<file path="config.mk">
export PLATFORM = sky130hd
export DESIGN_NAME = scene_rom_arbiter
export DESIGN_NICKNAME = d
export VERILOG_FILES = /design/src/rtl/scene_rom_arbiter.sv
export SDC_FILE = /design/constraint.sdc
export NUM_CORES = 1
export LEC_CHECK = 0
export CORE_MARGIN = 10
export CORE_UTILIZATION = 30
export CTS_CLUSTER_SIZE = 40
export DETAILED_ROUTE_END_ITERATION = 10
export GPL_TIMING_DRIVEN = 0
export PLACE_DENSITY = 0.85
export SETUP_SLACK_MARGIN = 0.2
export SYNTH_ARGS = -nofsm -noshare
export SYNTH_HDL_FRONTEND = slang
export SYNTH_SLANG_ARGS = --single-unit
</file>
<file path="constraint.sdc">
create_clock -name clk -period 2.11 [get_ports clk]
set_input_delay 0.422 -clock clk [delete_from_list [all_inputs] [get_ports clk]]
set_output_delay 0.422 -clock clk [all_outputs]
set_load 0.02 [all_outputs]
</file>
<file path="src/rtl/scene_rom_arbiter.sv">
// Round-robin arbiter sharing the dual-port scene ROM among NREQ ray-pipeline requesters.
// Each accepted beat reads A on port a and B on port b; a tag pipeline routes the data back.
module scene_rom_arbiter #(
  parameter int NREQ   = 4,
  parameter int AW     = 18,
  parameter int DW     = 32,
  parameter int RD_LAT = 1
) (
  input  logic               clk,
  input  logic               reset,
  input  logic [NREQ-1:0]    req_valid,
  input  logic [NREQ-1:0]    req_lock,
  input  logic [NREQ*AW-1:0] req_addr_a,
  input  logic [NREQ*AW-1:0] req_addr_b,
  output logic [NREQ-1:0]    req_ready,
  output logic [NREQ-1:0]    rsp_valid,
  output logic [DW-1:0]      rsp_q_a,
  output logic [DW-1:0]      rsp_q_b,
  output logic [AW-1:0]      rom_addr_a,
  output logic [AW-1:0]      rom_addr_b,
  output logic               rom_rden_a,
  output logic               rom_rden_b,
  input  logic [DW-1:0]      rom_q_a,
  input  logic [DW-1:0]      rom_q_b,
  output logic               busy
);

  localparam int IDW = (NREQ > 1) ? $clog2(NREQ) : 1;

  logic [IDW-1:0]  last_q, owner_q;
  logic            lock_vld_q;
  logic [AW-1:0]   addr_a_q, addr_b_q;
  logic            rden_q;
  logic [RD_LAT-1:0] tag_vld_q;
  logic [IDW-1:0]  tag_id_q [RD_LAT];
  logic [NREQ-1:0] rsp_vld_q;

  logic            grant_vld;
  logic [IDW-1:0]  grant_id;
  logic [IDW-1:0]  cand;
  logic [AW-1:0]   addr_a_d, addr_b_d;

  // Arbitration: a held lock pins eligibility to the owner, otherwise search from last+1.
  always_comb begin
    grant_vld = 1'b0;
    grant_id  = '0;
    cand      = '0;
    if (lock_vld_q) begin
      grant_vld = req_valid[owner_q];
      grant_id  = owner_q;
    end else begin
      for (int k = 1; k <= NREQ; k++) begin
        cand = IDW'((int'(last_q) + k) % NREQ);
        if (!grant_vld && req_valid[cand]) begin
          grant_vld = 1'b1;
          grant_id  = cand;
        end
      end
    end
  end

  always_comb begin
    req_ready = '0;
    for (int i = 0; i < NREQ; i++) begin
      req_ready[i] = grant_vld && (grant_id == IDW'(i));
    end
  end

  assign addr_a_d = req_addr_a[grant_id*AW +: AW];
  assign addr_b_d = req_addr_b[grant_id*AW +: AW];

  always_ff @(posedge clk or posedge reset) begin
    if (reset) begin
      last_q     <= IDW'(NREQ - 1);
      owner_q    <= '0;
      lock_vld_q <= 1'b0;
      addr_a_q   <= '0;
      addr_b_q   <= '0;
      rden_q     <= 1'b0;
      tag_vld_q  <= '0;
      for (int j = 0; j < RD_LAT; j++) begin
        tag_id_q[j] <= '0;
      end
      rsp_vld_q  <= '0;
    end else begin
      // Stage p0: issue the granted beat to both ROM ports and record its tag.
      rden_q <= grant_vld;
      if (grant_vld) begin
        addr_a_q   <= addr_a_d;
        addr_b_q   <= addr_b_d;
        last_q     <= grant_id;
        owner_q    <= grant_id;
        lock_vld_q <= req_lock[grant_id];
      end
      tag_vld_q[0] <= grant_vld;
      tag_id_q[0]  <= grant_id;
      // Stages p1..: tags age in step with the ROM read latency.
      for (int j = 1; j < RD_LAT; j++) begin
        tag_vld_q[j] <= tag_vld_q[j-1];
        tag_id_q[j]  <= tag_id_q[j-1];
      end
      // Response stage: decode the oldest tag while the ROM data is on the bus.
      rsp_vld_q <= '0;
      if (tag_vld_q[RD_LAT-1]) begin
        rsp_vld_q[tag_id_q[RD_LAT-1]] <= 1'b1;
      end
    end
  end

  assign rom_addr_a = addr_a_q;
  assign rom_addr_b = addr_b_q;
  assign rom_rden_a = rden_q;
  assign rom_rden_b = rden_q;
  assign rsp_valid  = rsp_vld_q;
  assign rsp_q_a    = rom_q_a;
  assign rsp_q_b    = rom_q_b;
  assign busy       = lock_vld_q | (|tag_vld_q);

endmodule

</file>
==> results of run 1 <==
## path summary, 6_finish.rpt
| check | from | endpoint | slack [ns] | cells past startpoint |
|---|---|---|---|---|
| max reg2reg | last_q[1] | rom_addr_a[10] | -0.51 | 14 |
| max | lock_vld_q | req_ready[2] | -0.54 | 10 |
| min reg2reg | tag_id_q[0] | rsp_valid[0] | 0.47 | 1 |
| min in group clk | tag_id_q[0] | rsp_valid[0] | 0.47 | 1 |
| max in group asynchronous | reset | last_q[0] | 1.03 | 3 |
| min | reset | rom_addr_b[10] | 0.46 | 2 |
## Yosys cell counts (2+ instances only)
| cell | number | area share |
|---|---|---|
| sky130_fd_sc_hd__nor2_1 | 12 | 0.011 |
| sky130_fd_sc_hd__inv_2 | 2 | 0.0018 |
| sky130_fd_sc_hd__buf_6 | 5 | 0.014 |
| sky130_fd_sc_hd__nand3_1 | 36 | 0.044 |
| sky130_fd_sc_hd__o21ai_1 | 8 | 0.0098 |
| sky130_fd_sc_hd__a21oi_1 | 42 | 0.052 |
| sky130_fd_sc_hd__clkbuf_1 | 22 | 0.020 |
| sky130_fd_sc_hd__dfstp_2 | 2 | 0.013 |
| sky130_fd_sc_hd__a211o_1 | 36 | 0.077 |
| sky130_fd_sc_hd__buf_2 | 13 | 0.016 |
| sky130_fd_sc_hd__nand2_1 | 44 | 0.041 |
| sky130_fd_sc_hd__nand2b_1 | 3 | 0.0046 |
| sky130_fd_sc_hd__o21ai_0 | 28 | 0.034 |
| sky130_fd_sc_hd__mux2i_1 | 3 | 0.0074 |
| sky130_fd_sc_hd__and3b_1 | 3 | 0.0065 |
| sky130_fd_sc_hd__nor3_1 | 73 | 0.090 |
| sky130_fd_sc_hd__and2_1 | 4 | 0.0061 |
| sky130_fd_sc_hd__o2111a_1 | 36 | 0.10 |
| sky130_fd_sc_hd__buf_4 | 69 | 0.13 |
| sky130_fd_sc_hd__dfrtp_1 | 46 | 0.28 |
## metal layers
metal  up-vias  track usage
met5         -            0
met4         0       0.0763
met3        28       0.0543
met2       262        0.363
met1      2552        0.238
li1       2444            -
## final cells by class
type	instances	area (sq um)	share of cell area
multi-input cells	344	2330	0.295
plain buffers	109	878	0.111
clock inverters	2	15.0	0.00190
clock buffers	6	139	0.0176
inverters	4	22.5	0.00285
diodes	1	2.50	0.000317
repair buffers	305	3090	0.391
well taps	176	220	0.0279
flip-flops and latches	48	1200	0.152
## repair_timing
item / 4_1_cts / 5_1_grt
setup buffers: 23 / 14
cloned: 2 / 1
gates resized for setup: 95 / 43
pin swaps: 28 / 28
endpoints found under the setup margin: 49 / 47
## per-stage QoR
stage	area, sq um	total power [mW]
floorplan	4160	6.57
global placement	7030	9.38
detailed placement	7050	9.47
CTS	7630	11.7
global route	7900	13.2
finish	7900	12.5
## cells in the final DEF, fill, tap and decap left out, types with 2 or more instances in the layout
master | Yosys | routed
sky130_fd_sc_hd__clkdlybuf4s50_1 | 0 | 254
sky130_fd_sc_hd__buf_4 | 69 | 90
sky130_fd_sc_hd__nor3_1 | 73 | 58
sky130_fd_sc_hd__dfrtp_1 | 46 | 45
sky130_fd_sc_hd__nand2_1 | 44 | 42
sky130_fd_sc_hd__a21oi_1 | 42 | 39
sky130_fd_sc_hd__nand3_1 | 36 | 36
sky130_fd_sc_hd__a211o_1 | 36 | 36
sky130_fd_sc_hd__o2111a_1 | 36 | 36
sky130_fd_sc_hd__o21ai_1 | 8 | 25
sky130_fd_sc_hd__buf_6 | 5 | 24
sky130_fd_sc_hd__nor3_2 | 0 | 11
sky130_fd_sc_hd__o21ai_0 | 28 | 11
sky130_fd_sc_hd__clkbuf_1 | 22 | 9
sky130_fd_sc_hd__buf_12 | 0 | 8
sky130_fd_sc_hd__clkbuf_2 | 0 | 8
sky130_fd_sc_hd__clkbuf_16 | 0 | 7
sky130_fd_sc_hd__nor2_1 | 12 | 6
sky130_fd_sc_hd__nor2_4 | 1 | 6
sky130_fd_sc_hd__buf_2 | 13 | 5
sky130_fd_sc_hd__and2_1 | 4 | 4
sky130_fd_sc_hd__buf_8 | 0 | 4
sky130_fd_sc_hd__nor3_4 | 0 | 4
sky130_fd_sc_hd__dlygate4sd2_1 | 0 | 4
sky130_fd_sc_hd__and3b_1 | 3 | 3
sky130_fd_sc_hd__mux2i_1 | 3 | 3
sky130_fd_sc_hd__clkbuf_4 | 0 | 3
sky130_fd_sc_hd__nor2_2 | 1 | 2
sky130_fd_sc_hd__nand2b_1 | 3 | 2
sky130_fd_sc_hd__inv_2 | 2 | 2
sky130_fd_sc_hd__a21oi_2 | 0 | 2
sky130_fd_sc_hd__clkinvlp_4 | 0 | 2
sky130_fd_sc_hd__clkbuf_8 | 0 | 2
sky130_fd_sc_hd__dfstp_2 | 2 | 2
## kinds of logic (layout without fill, tap and decap cells)
kind of cell,count (synthesis),after routing,share of synthesized area
compound gates,159,159,0.300
buf+inv,113,426,0.181
flops,48,48,0.296
mux,4,4,0.0101
other cells,0,1,0
simple gates,181,181,0.214
## worst max-delay path, cell delays in order, from the launching register on
cell	delay, ns
sky130_fd_sc_hd__dfrtp_2	0.47
sky130_fd_sc_hd__nor3_1	0.26
sky130_fd_sc_hd__and2_1	0.26
sky130_fd_sc_hd__or2_1	0.16
sky130_fd_sc_hd__buf_4	0.16
sky130_fd_sc_hd__clkinv_4	0.10
sky130_fd_sc_hd__nand2_1	0.12
sky130_fd_sc_hd__buf_6	0.13
sky130_fd_sc_hd__buf_12	0.11
sky130_fd_sc_hd__nor2_4	0.03
sky130_fd_sc_hd__buf_6	0.12
## sequential cells by signal (all words and copies together) (netlist names)
register    count
rom_addr_b     18
rsp_valid       4
tag_vld_q       1
rom_addr_a     18
tag_id_q        2
last_q          2
lock_vld_q      1
owner_q         2
## power groups by stage
stage | Clock, mW | Combinational, mW | Sequential, mW
6_report | 0.871 | 9.82 | 1.77
5_1_grt | 0.929 | 10.4 | 1.81
4_1_cts | 0.899 | 9.06 | 1.76
3_5_place_dp | 0 | 7.70 | 1.77
3_3_place_gp | 0 | 7.63 | 1.75
2_1_floorplan | 0 | 4.35 | 2.22
==> metrics.json, run 1 <==
{
  "grt": {
    "grt_overflow": 0,
    "track_usage": 0.208,
    "first_global_vias": 5478,
    "grt_max_degree": 30,
    "wire_length_of_the_first_global_routing_pass_mm": 30.4,
    "grt_antenna_before_repair": 0
  },
  "yosys": {
    "synth-warning-count": 0,
    "ys.flop_type": "sky130_fd_sc_hd__dfrtp_1",
    "sequential_cell_area_fraction_in_the_yosys_report": 0.296,
    "post_synth_instance_area_sq_um": 4070,
    "ys_types": 38,
    "asyncSetResetFlopFracSynth": 1.00,
    "flip_flop_and_latch_count_after_synthesis": 48,
    "post_synthesis_instance_total": 505,
    "synth_edf_count": 0,
    "mappedNetlistNets": 723,
    "synth_area_per_cell_sq_um": 8.06
  },
  "clocking": {
    "clock_insertion_delay_worst_skew_ns": 0.31,
    "clkSinkCount": 48,
    "buffer_depth_of_the_longest_clock_path": 2,
    "numCtsBuffers": 5,
    "h-tree-depth": 2,
    "postCtsHoldBufs": 0,
    "clock_tree.root_cell": "sky130_fd_sc_hd__clkbuf_16",
    "clock_tree_from_tritoncts": "yes",
    "clk_transition_reported_paths_ns": 0.08
  },
  "run": {
    "max-cap-violations": 0
  },
  "routing": {
    "post_drt_wl_per_cell_microns": 21.3,
    "initialDrtViolationCount": 354,
    "drt_pre_antenna_iters": 6,
    "drt_drc_violations_left": 0,
    "top_layer": "met4",
    "route.detailed.vias_per_inst": 5.31,
    "wl_mm": 21.2,
    "wl_met2_mm": 11.0,
    "length_of_routed_met3_wiring_mm": 1.87,
    "route.vias.total": 5286,
    "wl_met1_mm": 7.90,
    "antenna_violating_nets_post_route": 0
  },
  "power_and_ir_drop": {
    "power.net_switching_mw": 5.75,
    "combinationalPowerShare": 0.788,
    "power.share.clock": 0.070,
    "share_seq_of_total_power": 0.142,
    "cellPowerDensity_nw_per_um2": 1580,
    "leakagePower_nw": 3.07,
    "ir_drop_uv": 654,
    "internal_power_mw": 6.70,
    "power.switching_fraction": 0.462
  },
  "cells_and_area": {
    "nNetsFinal": 1035,
    "flow.area_growth_from_synthesis_pct": 94.0,
    "final_cell_count_no_fill": 995,
    "n_fill_cell": 1179,
    "layout-drive-gt1-share": 0.240,
    "finish.utilization": 0.594
  },
  "setup_path": {
    "cp.required_ns": 1.69,
    "path_max_fanout": 8,
    "criticalPathCategory": "flip-flop to output pin",
    "critPathCaptureType": "output pin",
    "cp.arrival_ns": 2.23,
    "timing.critical_path.from_type": "flip-flop"
  },
  "place": {
    "dp.final_hpwl_mm": 15.7,
    "pre_cts_ws_ns": -1.40,
    "dpl.cell_count": 946,
    "i_o_buffers": 264,
    "place.gp.congestion": 0.856
  },
  "floorplanning": {
    "fp.dieW_microns": 137,
    "std_cell_rows": 42,
    "die_y_microns": 137,
    "design.core.area_sq_um": 13300,
    "fp.dieArea_sq_um": 18600,
    "ios": 329,
    "initial_core_util": 0.306
  },
  "sta": {
    "setup-tns-final_ns": -14.12,
    "drv_slew": 0,
    "final.hold.worst_slack_ns": 0.463,
    "grt_setup_unrepaired": "true",
    "fmax_ghz": 0.377,
    "finalCritPeriodShare": 1.26,
    "hold_viol": 0,
    "timing.max_slew.rel_slack": 0.604,
    "timing.clock.skew_ns": 0.00762,
    "worst_case_setup_margin_in_the_final_layout_ns": -0.545,
    "final_period_minus_worst_setup_slack_ns": 2.65,
    "worst-slew-pin-transition_ns": 0.594,
    "setup_viol_count_final": 42
  },
  "worst_hold_path": {
    "timing.hold.worst.class": "primary input to asynchronous set/reset pin"
  },
  "outcome": {
    "violations": "setup timing",
    "status": "complete, but fails checks"
  }
}
Power figures use the tool's default switching activity.
==> run 2: changes to the inputs <==
--- a/config.mk
+++ b/config.mk
@@ -12,6 +12,7 @@
 export GPL_TIMING_DRIVEN = 0
 export PLACE_DENSITY = 0.85
 export SETUP_SLACK_MARGIN = 0.2
+export SKIP_LAST_GASP = 1
 export SYNTH_ARGS = -nofsm -noshare
 export SYNTH_HDL_FRONTEND = slang
 export SYNTH_SLANG_ARGS = --single-unit
==> run 2 against run 1 <==
Fmax up 1.3%. First-iteration DRC count down 14%. Die area unchanged. Sequential power about the same. Power up 0.75%. The flow still finishes with violations (setup timing). Via count up 0.28%. Cell count unchanged. Register-to-register slack better by 0.04 ns. Largest power group unchanged. Sequential cell count unchanged. Worst hold slack better by 0.0014 ns. Non-clock buffer count unchanged. Sequential share of layout area down 0.072 points.
==> metrics.json, run 2 (same netlist as run 1, synthesis figures left out) <==
{
  "sta": {
    "hold_viol": 0,
    "setup_viol_count_final": 42,
    "grt_setup_unrepaired": "true",
    "worst-slew-pin-transition_ns": 0.599,
    "drv_slew": 0,
    "fmax_ghz": 0.382,
    "finalCritPeriodShare": 1.24,
    "worst_case_setup_margin_in_the_final_layout_ns": -0.510,
    "timing.clock.skew_ns": 0.00695,
    "timing.max_slew.rel_slack": 0.601,
    "final.hold.worst_slack_ns": 0.464,
    "final_period_minus_worst_setup_slack_ns": 2.62
  },
  "power_and_ir_drop": {
    "share_seq_of_total_power": 0.141,
    "power.net_switching_mw": 5.80,
    "power.switching_fraction": 0.462,
    "internal_power_mw": 6.75,
    "ir_drop_uv": 670,
    "leakagePower_nw": 3.09,
    "combinationalPowerShare": 0.790,
    "cellPowerDensity_nw_per_um2": 1580,
    "power.share.clock": 0.069
  },
  "routing": {
    "route.vias.total": 5301,
    "antenna_violating_nets_post_route": 0,
    "drt_pre_antenna_iters": 6,
    "wl_mm": 21.2,
    "initialDrtViolationCount": 304,
    "route.detailed.vias_per_inst": 5.33,
    "post_drt_wl_per_cell_microns": 21.3,
    "drt_drc_violations_left": 0
  },
  "setup_path": {
    "criticalPathCategory": "flip-flop to output pin",
    "path_max_fanout": 5,
    "worst_r2r_startpoint": "last_q[1]",
    "cp.arrival_ns": 2.20,
    "timing.critical_path.from_type": "flip-flop",
    "r2r-end": "rom_addr_a[7]",
    "crit_path_start": "last_q[1]",
    "cp.required_ns": 1.69,
    "critPathCaptureType": "output pin",
    "reg2reg_slack_ns": -0.47,
    "ff2ff_path_depth": 14
  },
  "clocking": {
    "clock_tree_from_tritoncts": "yes",
    "buffer_depth_of_the_longest_clock_path": 2,
    "postCtsHoldBufs": 0,
    "clkSinkCount": 48,
    "clk_transition_reported_paths_ns": 0.08,
    "numCtsBuffers": 5,
    "h-tree-depth": 2,
    "clock_tree.root_cell": "sky130_fd_sc_hd__clkbuf_16",
    "clock_insertion_delay_worst_skew_ns": 0.31
  },
  "run": {
    "max-cap-violations": 0
  },
  "cells_and_area": {
    "nNetsFinal": 1035,
    "layout-drive-gt1-share": 0.248,
    "seq_area_sq_um": 1200,
    "final_cell_count_no_fill": 995,
    "multiInputGateArea_sq_um": 2360,
    "layout.cells.most_common": "sky130_fd_sc_hd__clkdlybuf4s50_1",
    "n_fill_cell": 1174,
    "final_cell_mix": "sky130_fd_sc_hd__clkdlybuf4s50_1 (254), sky130_fd_sc_hd__buf_4 (89), sky130_fd_sc_hd__nor3_1 (54)",
    "stdcell_area_sq_um": 7940,
    "flow.area_growth_from_synthesis_pct": 94.9
  },
  "floorplanning": {
    "fp.dieW_microns": 137,
    "initial_core_util": 0.306,
    "std_cell_rows": 42,
    "ios": 329,
    "die_y_microns": 137,
    "design.core.area_sq_um": 13300,
    "fp.dieArea_sq_um": 18600
  },
  "place": {
    "placedInstanceArea_sq_um": 7050,
    "dpl.cell_count": 946,
    "place.gp.congestion": 0.856,
    "dp.final_hpwl_mm": 15.7,
    "i_o_buffers": 264
  },
  "grt": {
    "wire_length_of_the_first_global_routing_pass_mm": 30.3,
    "grt_overflow": 0,
    "grt_antenna_before_repair": 0,
    "first_global_vias": 5481,
    "track_usage": 0.208,
    "grt_max_degree": 30
  },
  "worst_hold_path": {
    "timing.hold.worst.class": "primary input to asynchronous set/reset pin"
  },
  "outcome": {
    "status": "complete, but fails checks",
    "violations": "setup timing"
  }
}
## run 2: changes by cell type in the layout (fill, tap and decap cells not counted), sizes merged
cell	before	now
buf	132	133
dlygate4sd2	4	3
## run 2: power groups by stage
stage | logic (mW) | clock network [mW] | registers (mW)
finish | 9.91 | 0.871 | 1.76
CTS | 9.05 | 0.899 | 1.76
global placement | 7.63 | 0 | 1.75
detailed placement | 7.70 | 0 | 1.77
global route | 10.5 | 0.931 | 1.81
floorplan | 4.35 | 0 | 2.22
## run 2: worst max path at each step
| stage | endpoint | slack (ns) |
|---|---|---|
| final | req_ready[2] | -0.51 |
| after global routing | req_ready[2] | -0.59 |
| after CTS | req_ready[2] | -0.53 |
| after detailed placement | req_ready[1] | -1.40 |
| after global placement | req_ready[1] | -1.41 |
| after floorplan | req_ready[2] | -0.09 |
## run 2: worst max-delay path: stages, from the launching register on
cell	delay (ns)
sky130_fd_sc_hd__dfstp_2	0.53
sky130_fd_sc_hd__buf_6	0.11
sky130_fd_sc_hd__buf_6	0.09
sky130_fd_sc_hd__nand2b_4	0.12
sky130_fd_sc_hd__a21oi_4	0.06
sky130_fd_sc_hd__o41ai_4	0.39
sky130_fd_sc_hd__nand2_2	0.12
sky130_fd_sc_hd__buf_6	0.15
sky130_fd_sc_hd__buf_12	0.13
sky130_fd_sc_hd__nor2_4	0.07
sky130_fd_sc_hd__buf_6	0.12
## run 2: final cells by class
class                   count  area share
clock inverters             2     0.00189
well taps                 176      0.0277
multi-input cells         344       0.298
repair buffers            305       0.389
plain buffers             109       0.111
clock buffers               6      0.0175
flip-flops and latches     48       0.152
inverters                   4     0.00284
diodes                      1    0.000315
## run 2: metal layers
metal	share of wire	global-route usage	vias to the layer above
met1	0.37	0.239	2543
met2	0.51	0.362	279
met5	0	0	-
met3	0.093	0.0543	34
met4	0.022	0.0763	0
li1	-	-	2445
## run 2: per-stage QoR
stage / utilization / setup slack (ns) / power (mW) / setup TNS (ns)
after floorplan: - / -0.0867 / 6.57 / -0.258
after global placement: 0.528 / -1.41 / 9.38 / -71.83
after detailed placement: 0.530 / -1.40 / 9.47 / -41.01
after CTS: 0.573 / -0.533 / 11.7 / -12.64
after global routing: 0.597 / -0.591 / 13.3 / -17.32
final: 0.597 / -0.510 / 12.5 / -13.71
## run 2: what timing repair did
item | 4_1_cts | 5_1_grt
endpoints found under the setup margin | 49 | 47
gates resized for setup | 94 | 57
pin swaps | 25 | 42
setup buffers | 23 | 14
gates cloned | 2 | 1
